**src/rtl/ghost_motion_ctrl_if.sv**
```systemverilog
// Maze wall-map query port: the controller asks about one tile, the maze answers with a one-cycle ack.
interface ghost_motion_ctrl_if;
  logic       wall_req;
  logic [4:0] wall_tx;
  logic [4:0] wall_ty;
  logic       wall_ack;
  logic       wall_hit;

  modport master (output wall_req, wall_tx, wall_ty, input wall_ack, wall_hit);
  modport slave  (input wall_req, wall_tx, wall_ty, output wall_ack, wall_hit);
endinterface

```
**src/rtl/ghost_motion_ctrl.sv**
```systemverilog
// Per-frame ghost mover: steps each enabled ghost one pixel and, on tile boundaries,
// probes the wall map and turns toward the free neighbour closest to its target tile.
module ghost_motion_ctrl #(
  parameter int unsigned TILE_W       = 8,
  parameter int unsigned MAZE_W_TILES = 28,
  parameter int unsigned MAZE_H_TILES = 31,
  parameter logic [8:0]  HOME_X       = 9'd96,
  parameter logic [8:0]  HOME_Y       = 9'd112
) (
  input  logic                       clk,
  input  logic                       rst,
  input  logic                       frame_tick,
  input  logic [3:0]                 enable,
  input  logic [8:0]                 pac_x,
  input  logic [8:0]                 pac_y,
  ghost_motion_ctrl_if.master        wall,
  output logic [8:0]                 x_red,
  output logic [8:0]                 y_red,
  output logic [8:0]                 x_pink,
  output logic [8:0]                 y_pink,
  output logic [8:0]                 x_blue,
  output logic [8:0]                 y_blue,
  output logic [8:0]                 x_orange,
  output logic [8:0]                 y_orange,
  output logic                       busy
);

  localparam int unsigned POS_W   = 9;
  localparam int unsigned TC_W    = 10;
  localparam int unsigned COST_W  = 7;
  localparam int unsigned TILE_SH = $clog2(TILE_W);
  localparam logic [POS_W-1:0]       X_WRAP  = POS_W'((MAZE_W_TILES - 1) * TILE_W);
  localparam logic [POS_W-1:0]       SUB_MSK = POS_W'(TILE_W - 1);
  localparam logic signed [TC_W-1:0] W_TILES = TC_W'(MAZE_W_TILES);
  localparam logic signed [TC_W-1:0] H_TILES = TC_W'(MAZE_H_TILES);

  localparam logic [1:0] DIR_UP    = 2'd0;
  localparam logic [1:0] DIR_LEFT  = 2'd1;
  localparam logic [1:0] DIR_DOWN  = 2'd2;
  localparam logic [1:0] DIR_RIGHT = 2'd3;

  typedef enum logic [2:0] {
    S_IDLE, S_SEL, S_PROBE, S_WAIT, S_CHOOSE, S_MOVE, S_NEXT
  } state_t;

  state_t           state_q, state_d;
  logic [1:0]       g_q, g_d;
  logic [1:0]       p_q, p_d;
  logic [3:0]       free_q, free_d;
  logic [POS_W-1:0] ptx_q, ptx_d, pty_q, pty_d;
  logic [POS_W-1:0] px_q [4];
  logic [POS_W-1:0] px_d [4];
  logic [POS_W-1:0] py_q [4];
  logic [POS_W-1:0] py_d [4];
  logic [1:0]       dir_q [4];
  logic [1:0]       dir_d [4];
  logic             wall_req_q, wall_req_d;
  logic [4:0]       wall_tx_q, wall_tx_d, wall_ty_q, wall_ty_d;
  logic             busy_q, busy_d;

  logic [POS_W-1:0]       cur_x, cur_y;
  logic [1:0]             cur_dir, rev_dir, best_dir;
  logic                   aligned, found, col_out, row_out;
  logic signed [TC_W-1:0] gtx, gty, pac_tx, pac_ty, ttx, tty, pnx, pny;
  logic signed [TC_W-1:0] nx [4];
  logic signed [TC_W-1:0] ny [4];
  logic [COST_W-1:0]      cost [4];
  logic [COST_W-1:0]      best_cost;
  logic [TC_W-1:0]        orange_dist;
  logic [3:0]             cand;

  function automatic logic [TC_W-1:0] absdiff(input logic signed [TC_W-1:0] a,
                                              input logic signed [TC_W-1:0] b);
    logic signed [TC_W-1:0] diff;
    diff = a - b;
    return (diff < 0) ? TC_W'(-diff) : TC_W'(diff);
  endfunction

  // Current ghost's tile, its target tile, and the four neighbour tiles with their costs
  always_comb begin
    cur_x   = px_q[g_q];
    cur_y   = py_q[g_q];
    cur_dir = dir_q[g_q];
    aligned = ((cur_x & SUB_MSK) == '0) && ((cur_y & SUB_MSK) == '0);
    gtx     = TC_W'(cur_x >> TILE_SH);
    gty     = TC_W'(cur_y >> TILE_SH);
    pac_tx  = TC_W'(ptx_q);
    pac_ty  = TC_W'(pty_q);
    orange_dist = absdiff(gtx, pac_tx) + absdiff(gty, pac_ty);
    ttx = pac_tx;
    tty = pac_ty;
    case (g_q)
      2'd2: begin
        ttx = W_TILES - 10'sd1;
        tty = H_TILES - 10'sd1;
      end
      2'd3: begin
        if (orange_dist <= TC_W'(8)) begin
          ttx = '0;
          tty = H_TILES - 10'sd1;
        end
      end
      default: ;
    endcase
    for (int d = 0; d < 4; d++) begin
      nx[d] = gtx;
      ny[d] = gty;
      case (2'(d))
        DIR_UP:    ny[d] = gty - 10'sd1;
        DIR_LEFT:  nx[d] = gtx - 10'sd1;
        DIR_DOWN:  ny[d] = gty + 10'sd1;
        default:   nx[d] = gtx + 10'sd1;
      endcase
      cost[d] = COST_W'(absdiff(nx[d], ttx) + absdiff(ny[d], tty));
    end
    pnx     = nx[p_q];
    pny     = ny[p_q];
    col_out = (pnx < 10'sd0) || (pnx >= W_TILES);
    row_out = (pny < 10'sd0) || (pny >= H_TILES);
  end

  // Cheapest non-reversing free direction; strict '<' keeps the earlier probe on ties
  always_comb begin
    rev_dir   = cur_dir + 2'd2;
    cand      = free_q & ~(4'b0001 << rev_dir);
    found     = 1'b0;
    best_dir  = rev_dir;
    best_cost = '1;
    for (int d = 0; d < 4; d++) begin
      if (cand[d] && (!found || (cost[d] < best_cost))) begin
        found     = 1'b1;
        best_dir  = 2'(d);
        best_cost = cost[d];
      end
    end
  end

  always_comb begin
    state_d    = state_q;
    g_d        = g_q;
    p_d        = p_q;
    free_d     = free_q;
    ptx_d      = ptx_q;
    pty_d      = pty_q;
    px_d       = px_q;
    py_d       = py_q;
    dir_d      = dir_q;
    wall_req_d = wall_req_q;
    wall_tx_d  = wall_tx_q;
    wall_ty_d  = wall_ty_q;
    busy_d     = busy_q;
    case (state_q)
      S_IDLE: begin
        if (frame_tick) begin
          ptx_d   = pac_x >> TILE_SH;
          pty_d   = pac_y >> TILE_SH;
          g_d     = 2'd0;
          busy_d  = 1'b1;
          state_d = S_SEL;
        end
      end
      S_SEL: begin
        if (!enable[g_q]) begin
          state_d = S_NEXT;
        end else if (!aligned) begin
          state_d = S_MOVE;
        end else begin
          free_d  = '0;
          p_d     = 2'd0;
          state_d = S_PROBE;
        end
      end
      S_PROBE: begin
        // Off the side is the tunnel (open); off the top or bottom is solid
        if (col_out || row_out) begin
          free_d[p_q] = col_out;
          if (p_q == 2'd3) state_d = S_CHOOSE;
          else             p_d     = p_q + 2'd1;
        end else begin
          wall_req_d = 1'b1;
          wall_tx_d  = 5'(pnx);
          wall_ty_d  = 5'(pny);
          state_d    = S_WAIT;
        end
      end
      S_WAIT: begin
        if (wall.wall_ack && wall_req_q) begin
          free_d[p_q] = ~wall.wall_hit;
          wall_req_d  = 1'b0;
          if (p_q == 2'd3) begin
            state_d = S_CHOOSE;
          end else begin
            p_d     = p_q + 2'd1;
            state_d = S_PROBE;
          end
        end
      end
      S_CHOOSE: begin
        if (found) begin
          dir_d[g_q] = best_dir;
          state_d    = S_MOVE;
        end else if (free_q[rev_dir]) begin
          dir_d[g_q] = rev_dir;
          state_d    = S_MOVE;
        end else begin
          state_d = S_NEXT;
        end
      end
      S_MOVE: begin
        case (cur_dir)
          DIR_UP:   py_d[g_q] = cur_y - 9'd1;
          DIR_LEFT: px_d[g_q] = (cur_x == '0) ? X_WRAP : cur_x - 9'd1;
          DIR_DOWN: py_d[g_q] = cur_y + 9'd1;
          default:  px_d[g_q] = (cur_x == X_WRAP) ? '0 : cur_x + 9'd1;
        endcase
        state_d = S_NEXT;
      end
      S_NEXT: begin
        if (g_q == 2'd3) begin
          busy_d  = 1'b0;
          state_d = S_IDLE;
        end else begin
          g_d     = g_q + 2'd1;
          state_d = S_SEL;
        end
      end
      default: state_d = S_IDLE;
    endcase
  end

  always_ff @(posedge clk or negedge rst) begin
    if (!rst) begin
      state_q    <= S_IDLE;
      g_q        <= '0;
      p_q        <= '0;
      free_q     <= '0;
      ptx_q      <= '0;
      pty_q      <= '0;
      wall_req_q <= 1'b0;
      wall_tx_q  <= '0;
      wall_ty_q  <= '0;
      busy_q     <= 1'b0;
      for (int i = 0; i < 4; i++) begin
        px_q[i]  <= HOME_X + POS_W'(TILE_W * i);
        py_q[i]  <= HOME_Y;
        dir_q[i] <= DIR_LEFT;
      end
    end else begin
      state_q    <= state_d;
      g_q        <= g_d;
      p_q        <= p_d;
      free_q     <= free_d;
      ptx_q      <= ptx_d;
      pty_q      <= pty_d;
      wall_req_q <= wall_req_d;
      wall_tx_q  <= wall_tx_d;
      wall_ty_q  <= wall_ty_d;
      busy_q     <= busy_d;
      px_q       <= px_d;
      py_q       <= py_d;
      dir_q      <= dir_d;
    end
  end

  assign wall.wall_req = wall_req_q;
  assign wall.wall_tx  = wall_tx_q;
  assign wall.wall_ty  = wall_ty_q;
  assign busy          = busy_q;
  assign x_red         = px_q[0];
  assign y_red         = py_q[0];
  assign x_pink        = px_q[1];
  assign y_pink        = py_q[1];
  assign x_blue        = px_q[2];
  assign y_blue        = py_q[2];
  assign x_orange      = px_q[3];
  assign y_orange      = py_q[3];

endmodule

```
**src/flat_wrapper.sv**
```systemverilog
// flat-port wrapper written by rule: the top's interface ports become plain ports
module ghost_motion_ctrl_flat 
#(
  parameter int unsigned TILE_W       = 8,
  parameter int unsigned MAZE_W_TILES = 28,
  parameter int unsigned MAZE_H_TILES = 31,
  parameter logic [8:0]  HOME_X       = 9'd96,
  parameter logic [8:0]  HOME_Y       = 9'd112
)
  (clk, rst, frame_tick, enable, pac_x, pac_y, x_red, y_red, x_pink, y_pink, x_blue, y_blue, x_orange, y_orange, busy, wall_wall_req, wall_wall_tx, wall_wall_ty, wall_wall_ack, wall_wall_hit);
  ghost_motion_ctrl_if wall_i ();
  input  logic clk;
  input  logic rst;
  input  logic frame_tick;
  input  logic [3:0] enable;
  input  logic [8:0] pac_x;
  input  logic [8:0] pac_y;
  output logic [8:0] x_red;
  output logic [8:0] y_red;
  output logic [8:0] x_pink;
  output logic [8:0] y_pink;
  output logic [8:0] x_blue;
  output logic [8:0] y_blue;
  output logic [8:0] x_orange;
  output logic [8:0] y_orange;
  output logic busy;
  output wire logic [$bits(wall_i.wall_req)-1:0] wall_wall_req;
  output wire logic [$bits(wall_i.wall_tx)-1:0] wall_wall_tx;
  output wire logic [$bits(wall_i.wall_ty)-1:0] wall_wall_ty;
  input wire logic [$bits(wall_i.wall_ack)-1:0] wall_wall_ack;
  input wire logic [$bits(wall_i.wall_hit)-1:0] wall_wall_hit;
  assign wall_wall_req = wall_i.wall_req;
  assign wall_wall_tx = wall_i.wall_tx;
  assign wall_wall_ty = wall_i.wall_ty;
  assign wall_i.wall_ack = wall_wall_ack;
  assign wall_i.wall_hit = wall_wall_hit;
  ghost_motion_ctrl #(.TILE_W(TILE_W), .MAZE_W_TILES(MAZE_W_TILES), .MAZE_H_TILES(MAZE_H_TILES), .HOME_X(HOME_X), .HOME_Y(HOME_Y)) u_core (.clk(clk), .rst(rst), .frame_tick(frame_tick), .enable(enable), .pac_x(pac_x), .pac_y(pac_y), .wall(wall_i), .x_red(x_red), .y_red(y_red), .x_pink(x_pink), .y_pink(y_pink), .x_blue(x_blue), .y_blue(y_blue), .x_orange(x_orange), .y_orange(y_orange), .busy(busy));
endmodule
```
**config.mk**
```make
export PLATFORM = sky130hd
export DESIGN_NAME = ghost_motion_ctrl_flat
export DESIGN_NICKNAME = d
export VERILOG_FILES = /design/src/rtl/ghost_motion_ctrl_if.sv /design/src/rtl/ghost_motion_ctrl.sv /design/src/flat_wrapper.sv
export SDC_FILE = /design/constraint.sdc
export NUM_CORES = 1
export LEC_CHECK = 0
export BUFFER_PORTS_ARGS = -buffer_cell sky130_fd_sc_hd__buf_2
export CAP_MARGIN = 20
export CORE_ASPECT_RATIO = 1.4
export CORE_MARGIN = 2
export CORE_UTILIZATION = 55
export DETAILED_ROUTE_END_ITERATION = 12
export GPL_ROUTABILITY_DRIVEN = 0
export PLACE_DENSITY = 0.75
export SYNTH_ARGS = -nofsm -noshare
export SYNTH_HDL_FRONTEND = slang
export SYNTH_SLANG_ARGS = --single-unit
```
**constraint.sdc**
```tcl
create_clock -name clk -period 34.2 [get_ports clk]
set_clock_uncertainty 0.2 [all_clocks]
set_input_delay 0 -clock clk [delete_from_list [all_inputs] [get_ports clk]]
set_output_delay 0 -clock clk [all_outputs]
set_load 0.05 [all_outputs]
```
==> results of run 1 <==
[worst register-to-register path: cells and delay by family (launching register included)]
family                     cells  cell delay (ns)
muxes                          4             1.54
DFF                            1             0.85
buffers and inverters          5             0.66
xor gates and xnor gates       4             0.74
AOI/OAI and AO/OA             23             5.04
adders and majority gates      8             2.85
and+or+nand+nor               12             2.30
[sequential cells by signal (all words and copies together), names as in the netlist, 8 cells and up, named ones only]
signal / flops
u_core.x_pink: 9
u_core.x_orange: 9
u_core.dir_q: 8
u_core.x_blue: 9
u_core.y_pink: 8
u_core.y_blue: 8
u_core.y_red: 8
u_core.x_red: 9
u_core.y_orange: 8
[cell usage after synthesis (5+ instances only)]
cell	n
ha_1	122
nand2_1	104
dfrtp_1	87
xnor2_1	87
a21oi_1	83
mux2_2	78
inv_1	76
nor2_1	76
o21ai_0	75
xor2_1	33
dfstp_2	28
clkbuf_1	27
nor2b_1	27
a21o_1	24
mux4_2	21
nand2b_1	18
mux2i_1	17
nand3_1	16
nor3_1	15
o21bai_1	14
fa_1	13
o21a_1	12
o31ai_1	11
and2_1	10
a211oi_1	8
buf_2	7
nand4_1	7
nor4_1	7
a22oi_1	6
or3_1	6
o22ai_1	5
[metal layers]
layer  part of all wire [%]  wire length, µm  track usage, %  vias up
li1                       -                -               -     4459
met1                     39            11250           32.91     4445
met2                     52            14860           49.86      293
met3                    4.3             1227           3.813       79
met4                    4.2             1203           13.19        0
met5                      0                0               0        -
[kinds of logic (layout without fill, tap and decap cells)]
group	count (synthesis)	in the layout
AND/OR/NAND/NOR	309	309
AO/OA/AOI/OAI	276	276
adder cells (fa/ha/maj)	136	136
XOR/XNOR	121	121
multiplexers	117	117
buffers and inverters	116	236
flip-flops	115	115
other	1	4
[path summary, 6_finish.rpt]
kind                                        start                endpoint  slack [ns]  depth (start not counted)
hold / removal                                rst  u_core.wall.wall_tx[1]       -0.02                          2
setup reg to reg                    u_core.g_q[0]         u_core.dir_q[3]       19.94                         56
max in group asynchronous                     rst  u_core.wall.wall_ty[4]       32.54                          3
hold reg to reg            u_core.wall.wall_ty[0]  u_core.wall.wall_ty[0]        0.30                          1
setup / recovery                    u_core.g_q[0]         u_core.dir_q[3]       19.94                         56
min in group clk                         pac_y[4]         u_core.pty_q[1]        0.12                          4
[layout make-up]
class | count | area share (%)
inverter | 77 | 2.324
tap | 252 | 2.535
sequential | 115 | 23.42
clock buffer | 22 | 3.732
timing repair buffer | 127 | 5.916
multi-input combinational | 963 | 61.40
clock inverter | 10 | 0.6740
[per-stage QoR]
step	hold slack, ns	cell area, µm²
3_3_place_gp	-0.09952	11730
3_5_place_dp	-0.09383	11730
4_1_cts	0.006652	12440
2_1_floorplan	-0.4956	11000
6_report	-0.01915	12440
5_1_grt	0.06905	12440
==> key figures, run 1 <==
Outcome
  • Outcome: finished with violations
  • Failing checks: negative hold slack

Synth
  • Synth area leader: dfrtp_1
  • Seq/Total Area, Yosys: about a quarter
  • Post-synth EDFFs: 0
  • Post-synthesis adder-cell area fraction: ~16%
  • Area of the mapped netlist: 10,990 µm²
  • Top-area cell type share of the netlist area: 19.81%
  • Synth Area in Compound Gates: between 15 and 20%
  • Mapped Cells: 1,191
  • Ys flop type: dfrtp_1
  • Netlist cell types: between 70 and 80
  • Syn avg cell area: roughly 9 µm²
  • Yosys Warn Count: 0
  • Yosys reg bits: ~120
  • Async S/R FF share, synth: 100.0%
  • Largest family of logic cells by synthesized area: adder cells
  • XOR/XNOR share of the synthesized area: about a tenth
  • Synth area leaders: dfrtp_1, ha_1, mux2_2
  • Simple-Gate Fraction of Synth Area: 13.48%
  • Mux contribution to synthesized area: around 14%

Route
  • DRC: 0
  • WL final: 28.54 mm
  • Vias post-DR: about 9,300
  • Antenna-violating nets left: 0
  • Routed WL per cell: approximately 18 µm
  • First DRT Iteration DRCs: around 590
  • DR vias/cell: between 5 and 6
  • DR pass1 iterations: 7

Cells and area
  • FF+latch area: a little under 3000 µm²
  • Synth-to-layout area growth: 13.19%
  • Most frequent cells in the layout: ha_1, nand2_1, buf_2, xnor2_1, dfrtp_1
  • Antenna diode count: 0
  • Leading cell type in the layout, fill and taps excluded: ha_1
  • Filler instances: about 1,600
  • Core Util, Final: 62.92%
  • Finished Layout Cells: between 1,500 and 2,000
  • Footprint of the multi-input gates: 7636 µm²
  • Nets: between 1,000 and 1,500
  • Share of cells above drive strength 1: 21.46%

Run
  • Maxcap violations: 0

Clock tree
  • Hold buffers post-CTS: 16
  • CTS tree: yes
  • H-tree levels: 4
  • Clk root buf: clkbuf_16
  • Sink Count: 115
  • Post-CTS sizing: 0
  • Clock latency on the worst-skew pair: around 0.42 ns
  • Worst-case clock buffer depth: 2
  • Clk slew on worst S/H paths: around 0.06 ns
  • Num CTS Buffers: 17
  • Setup repair bufs after CTS: 0

Setup path
  • Type of the worst setup path: register to register
  • CP arrival: 14.36 ns
  • CP Max Fanout: 12
  • Max incr delay on CP: about 0.85 ns
  • Most Frequent Cell on Critical Path: a21oi_1
  • Worst Path Required: 34.30 ns
  • Slowest cell on the critical path: dfrtp_1
  • CP bufs+invs: 5
  • Cell class contributing the biggest share of worst-path delay: compound AO/OA/AOI/OAI gates
  • CP endpoint kind: register
  • CP Launch Type: register

Placement
  • Dpl ws: 19.94 ns
  • IO buf count: about 100
  • Placed insts: around 1,500
  • DP HPWL: 21.92 mm

STA
  • Worst-margin pin slew: just under 1 ns
  • Fin. Hold Viols: 16
  • RSZ-0062 raised after global routing: no
  • Worst relative slew slack: approximately a third
  • # setup viols final: 0
  • Final period util: 41.69%
  • Max Transition Viols Final: 0
  • Shortest period the worst path allows: about 14 ns
  • Max Clock Freq: 70.13 MHz
  • Fin worst setup slack: approximately 20 ns
  • Worst Hold Slack: -0.01915 ns
  • Setup TNS: 0 ns

Global routing
  • Gr ovfl total: 0
  • Initial antenna violation count: 0
  • Total track usage: around 28%
  • Vias in the first global route: about 9,300
  • Pin count of the biggest net entering global routing: 59
  • Global-route wire length before repair: roughly 47 mm

Floorplan
  • I/O pins: ~110
  • Starting Density: between 50 and 60%
  • Die area: 21,140 µm²
  • Core Area: slightly below 20,000 µm²
  • Row cnt: 61
  • Chip width: around 120 µm
  • Die height: between 150 and 200 µm

Hold path
  • Hold Crit Class: primary input to async pin
Power of run 1 is left out: the tool's default activity adds up to more than one toggle a clock period on the data nets, which glitch-free logic cannot reach.
==> run 2: changes to the inputs <==
==> constraint.sdc (replaced) <==
create_clock -name clk -period 13.7 [get_ports clk]
set_clock_uncertainty 0.2 [all_clocks]
set_input_delay 0 -clock clk [delete_from_list [all_inputs] [get_ports clk]]
set_output_delay 0 -clock clk [all_outputs]
set_load 0.05 [all_outputs]
==> run 2 against run 1 <==
Against the previous run:
- the flow now finishes without violations
- global-route usage increased by 0.71 points
- sequential share of layout area is 0.46 points lower
- first-iteration DRC count fell by 1.9%
- critical path depth is 1 higher
- die area unchanged
==> key figures, run 2 (synthesis results as in run 1) <==
Outcome
  • Outcome: finished clean

STA
  • Shortest period the worst path allows: between 10 and 15 ns
  • Worst-margin pin slew: 0.9539 ns
  • RSZ-0062 raised after global routing: no
  • # setup viols final: 0
  • Setup TNS: 0 ns
  • Max Transition Viols Final: 0
  • Final period util: between 90% and 100%
  • Worst relative slew slack: ~36%
  • Fin. Hold Viols: 0
  • Max Clock Freq: 78.39 MHz

Setup path
  • CP endpoint kind: register
  • Crit Reg-Reg Startpoint: u_core.g_q[0]
  • Crit path from: u_core.g_q[0]
  • CP Launch Type: register
  • Slowest cell on the critical path: or4b_1
  • Cell class contributing the biggest share of worst-path delay: compound AO/OA/AOI/OAI gates
  • Type of the worst setup path: register to register
  • CP arrival: around 13 ns
  • CP bufs+invs: 6
  • CP Max Fanout: 7
  • Worst Path Required: about 14 ns
  • Max incr delay on CP: between 0.5 and 0.6 ns
  • Most Frequent Cell on Critical Path: inv_1

Run
  • Maxcap violations: 0

Clock tree
  • Num CTS Buffers: 17
  • Worst-case clock buffer depth: 2
  • H-tree levels: 4
  • CTS tree: yes
  • Sink Count: about 120
  • Clk slew on worst S/H paths: 0.06 ns
  • Clock latency on the worst-skew pair: between 0.4 and 0.5 ns
  • Clk root buf: clkbuf_16

Global routing
  • Global-route wire length before repair: between 40 and 50 mm
  • Vias in the first global route: between 9,000 and 10,000
  • Total track usage: between 20 and 30%
  • Gr ovfl total: 0
  • Pin count of the biggest net entering global routing: between 60 and 70
  • Initial antenna violation count: 0

Placement
  • DP HPWL: between 20 and 25 mm
  • IO buf count: roughly 100

Route
  • WL final: between 20 and 30 mm
  • DR vias/cell: 5.972
  • DR pass1 iterations: 7
  • Routed WL per cell: 18.37 µm
  • DRC: 0
  • First DRT Iteration DRCs: just under 600
  • Antenna-violating nets left: 0
  • Vias post-DR: around 9,500

Cells and area
  • Core Util, Final: between 60 and 70%
  • Most frequent cells in the layout: ha_1, nand2_1, buf_2, xnor2_1, dfrtp_1
  • Synth-to-layout area growth: 15.53%
  • Share of cells above drive strength 1: a little under a quarter
  • Nets: 1,481
  • Antenna diode count: 0
  • Leading cell type in the layout, fill and taps excluded: ha_1

Floorplan
  • Die height: about 170 µm
  • Die area: ~21,000 µm²
  • Core Area: slightly below 20,000 µm²
  • Starting Density: 55.59%
  • I/O pins: between 100 and 150
  • Chip width: between 100 and 150 µm
  • Row cnt: 61

Hold path
  • HP Start: wall_wall_hit
  • Hold Crit Class: primary input to register
## run 2: changes by cell type in the layout (fill, tap and decap cells not counted), sizes merged
cell      delta
buf         +18
bufinv       +3
clkbuf       -3
clkinv       -3
clkinvlp     +2
inv          +1
## run 2: per-layer routing
metal  part of all wire, %  GRT usage (%)
met5                     0              0
met4                   4.6          13.83
met3                   4.0          4.310
met2                    52          51.05
met1                    40          33.42
## run 2: tightest hold or removal path, delay by kind of cell
| family | cells | cell delay, ns |
|---|---|---|
| simple gates | 2 | 0.35 |
| compound gates | 1 | 0.16 |
| buf+inv | 1 | 0.11 |
## run 2: layout make-up
cell class,count,area (µm²)
Inverter,77,289.0
Sequential cell,115,2915
Clock inverter,13,182.7
Multi-Input combinational cell,963,7666
Clock buffer,19,442.9
Timing Repair Buffer,145,883.3
Fill cell,1556,7073
Tap cell,252,315.3
## run 2: repair_timing
action                                  CTS  global route
hold buffers                             17             0
endpoints found under the setup margin    0             8
gates resized for setup                   0            16
hold endpoints to repair                 72             0
setup buffers                             0             5
## run 2: path summary, 6_finish.rpt
| check | slack, ns | cells after the start | to |
|---|---|---|---|
| max | 0.94 | 57 | u_core.dir_q[1] |
| min | 0.03 | 4 | u_core.free_q[0] |
| max reg2reg | 0.94 | 57 | u_core.dir_q[1] |
| min reg2reg | 0.30 | 1 | u_core.wall.wall_ty[0] |
| max in group asynchronous | 11.89 | 4 | u_core.y_blue[3] |
| min in group asynchronous | 0.35 | 3 | u_core.x_blue[3] |
## run 2: metrics by stage
stage | hold WS [ns] | setup slack [ns] | cell area (µm²) | std cells
3_3_place_gp | -0.1289 | 0.5928 | 11820 | 1530
2_1_floorplan | -0.4956 | 1.344 | 11000 | 1194
3_5_place_dp | -0.1175 | 0.2745 | 11820 | 1530
6_report | 0.03352 | 0.9427 | 12690 | 1584
5_1_grt | 0.04877 | 0.03962 | 12690 | 1584
4_1_cts | 0.01098 | 0.06750 | 12620 | 1579
Power of run 2 is left out for the same reason.
==> run 3: changes to the inputs <==
--- a/config.mk
+++ b/config.mk
@@ -5,9 +5,8 @@
 export SDC_FILE = /design/constraint.sdc
 export NUM_CORES = 1
 export LEC_CHECK = 0
-export BUFFER_PORTS_ARGS = -buffer_cell sky130_fd_sc_hd__buf_2
+export BUFFER_PORTS_ARGS = -buffer_cell sky130_fd_sc_hd__buf_4
 export CAP_MARGIN = 20
-export CORE_ASPECT_RATIO = 1.4
 export CORE_MARGIN = 2
 export CORE_UTILIZATION = 55
 export DETAILED_ROUTE_END_ITERATION = 12
==> run 3 against run 2 <==
Against the previous run:
- utilization rose by 1.5 points
- register-to-register slack barely moved
- wire length rose by 0.35%
- first-iteration DRC count rose by 26%
- via count fell by 0.73%
- critical path depth fell by 2
- hold slack got worse by 0.018 ns
- critical path type unchanged
- die area barely moved
==> key figures, run 3 (synthesis results as in run 1) <==
Global routing
  • Gr ovfl total: 0
  • Vias in the first global route: about 9,100
  • Global-route wire length before repair: between 40 and 50 mm
  • Total track usage: 27.17%
  • Pin count of the biggest net entering global routing: 75
  • Initial antenna violation count: 0

Cells and area
  • Antenna diode count: 0
  • Leading cell type in the layout, fill and taps excluded: ha_1
  • Share of cells above drive strength 1: ~23%
  • Nets: 1,472
  • Core Util, Final: 65.76%
  • Post-layout instance area: approximately 13,000 µm²
  • Most frequent cells in the layout: ha_1, buf_4, nand2_1, xnor2_1, dfrtp_1
  • Synth-to-layout area growth: 16.86%

Setup path
  • CP Launch Type: register
  • CP endpoint kind: register
  • CP arrival: approximately 13 ns
  • CP Max Fanout: 13
  • Crit Reg-Reg Startpoint: u_core.g_q[0]
  • Reg-to-reg critical path endpoint: u_core.dir_q[3]
  • Crit path from: u_core.g_q[0]
  • Critical Path Sink: u_core.dir_q[3]
  • Slowest cell on the critical path: mux4_2
  • FF-to-FF path depth: between 50 and 60
  • Type of the worst setup path: register to register
  • Worst Path Required: 13.80 ns
  • R2r setup slk: about 0.94 ns
  • Max incr delay on CP: between 0.6 and 0.7 ns
  • Most Frequent Cell on Critical Path: a21oi_1

Clock tree
  • Clock latency on the worst-skew pair: about 0.42 ns
  • Clk slew on worst S/H paths: about 0.06 ns
  • Sink Count: around 120
  • H-tree levels: 4
  • Clk root buf: clkbuf_16
  • Worst-case clock buffer depth: 2
  • CTS tree: yes
  • Num CTS Buffers: 17

Route
  • Antenna-violating nets left: 0
  • Vias post-DR: 9,390
  • DRC: 0
  • DR vias/cell: 5.913
  • Routed WL per cell: around 18 µm
  • WL final: between 20 and 30 mm
  • First DRT Iteration DRCs: 730
  • DR pass1 iterations: 5

Floorplan
  • Die height: about 150 µm
  • Starting Density: a little under three fifths
  • I/O pins: roughly 110
  • Row cnt: between 50 and 60
  • Core Area: between 15,000 and 20,000 µm²
  • Die area: between 20,000 and 25,000 µm²
  • Chip width: ~150 µm

Placement
  • IO buf count: 104
  • Dpl ws: around 0.15 ns
  • DP HPWL: roughly 22 mm
  • Post-DP Area: about 12,000 µm²

STA
  • Shortest period the worst path allows: ~13 ns
  • Worst relative slew slack: between 30% and 40%
  • Fin. Hold Viols: 0
  • Max Transition Viols Final: 0
  • Fin worst setup slack: 0.9422 ns
  • Final period util: between 90 and 100%
  • Max Clock Freq: between 70 and 80 MHz
  • # setup viols final: 0
  • Worst-margin pin slew: between 0.9 and 1 ns

Hold path
  • Hold Crit Class: primary input to register

Outcome
  • Outcome: finished clean

Run
  • Maxcap violations: 0
-- run 3: cell count changes in the layout (fill, tap and decap cells not counted), sizes merged --
cell / change
buf: -9
bufinv: -4
clkbuf: -1
clkinv: -1
inv: +6
-- run 3: worst min-delay path by stage --
stage | startpoint | to | slack [ns] | depth (start not counted)
final | wall_wall_hit | u_core.free_q[1] | 0.02 | 4
after floorplan | rst | async pin | -0.50 | 0
after CTS | wall_wall_hit | u_core.free_q[1] | 0.001 | 4
after global routing | wall_wall_hit | u_core.free_q[3] | 0.02 | 4
after global placement | rst | u_core.x_orange[7] | -0.19 | 1
after detailed placement | rst | u_core.x_orange[7] | -0.19 | 1
-- run 3: cell type report --
cell class	instances	area, µm²
inverter	77	289.0
clock buffer	18	439.2
sequential	115	2914
tap	265	331.6
timing repair buffer	136	1074
fill	1623	6685
clock inverter	14	120.1
multi-input combinational	963	7674
-- run 3: through the flow --
step           hold slack, ns  std cells    TNS, ns
6_report              0.01557       1588          0
5_1_grt               0.01645       1588  -0.002690
4_1_cts              0.001161       1586          0
3_5_place_dp          -0.1885       1537          0
3_3_place_gp          -0.1896       1537          0
2_1_floorplan         -0.4956       1194          0
-- run 3: worst max-delay path: cells and delay by family (launching register included) --
| family | cells | cell delay (ns) |
|---|---|---|
| compound gates | 23 | 4.51 |
| fa+ha+maj | 7 | 2.66 |
| simple gates | 13 | 2.08 |
| mux | 4 | 1.46 |
| xor+xnor | 4 | 0.76 |
| buf+inv | 4 | 0.52 |
| flops | 1 | 0.46 |
-- run 3: metal layers --
metal  routed length, µm  track usage [%]  vias to the layer above
met5                   0                0                        -
met4                 950            10.39                        0
met3                1851            4.796                       66
met2               13730            45.52                      342
met1               12670            35.26                     4509
li1                    -                -                     4473
-- run 3: timing repair --
action                                  CTS  global route
setup buffers                             0             2
hold buffers                             17             0
resized for setup                         0            18
endpoints found under the setup margin    0             8
hold endpoints to repair                 58             0
Power of run 3 is left out for the same reason.
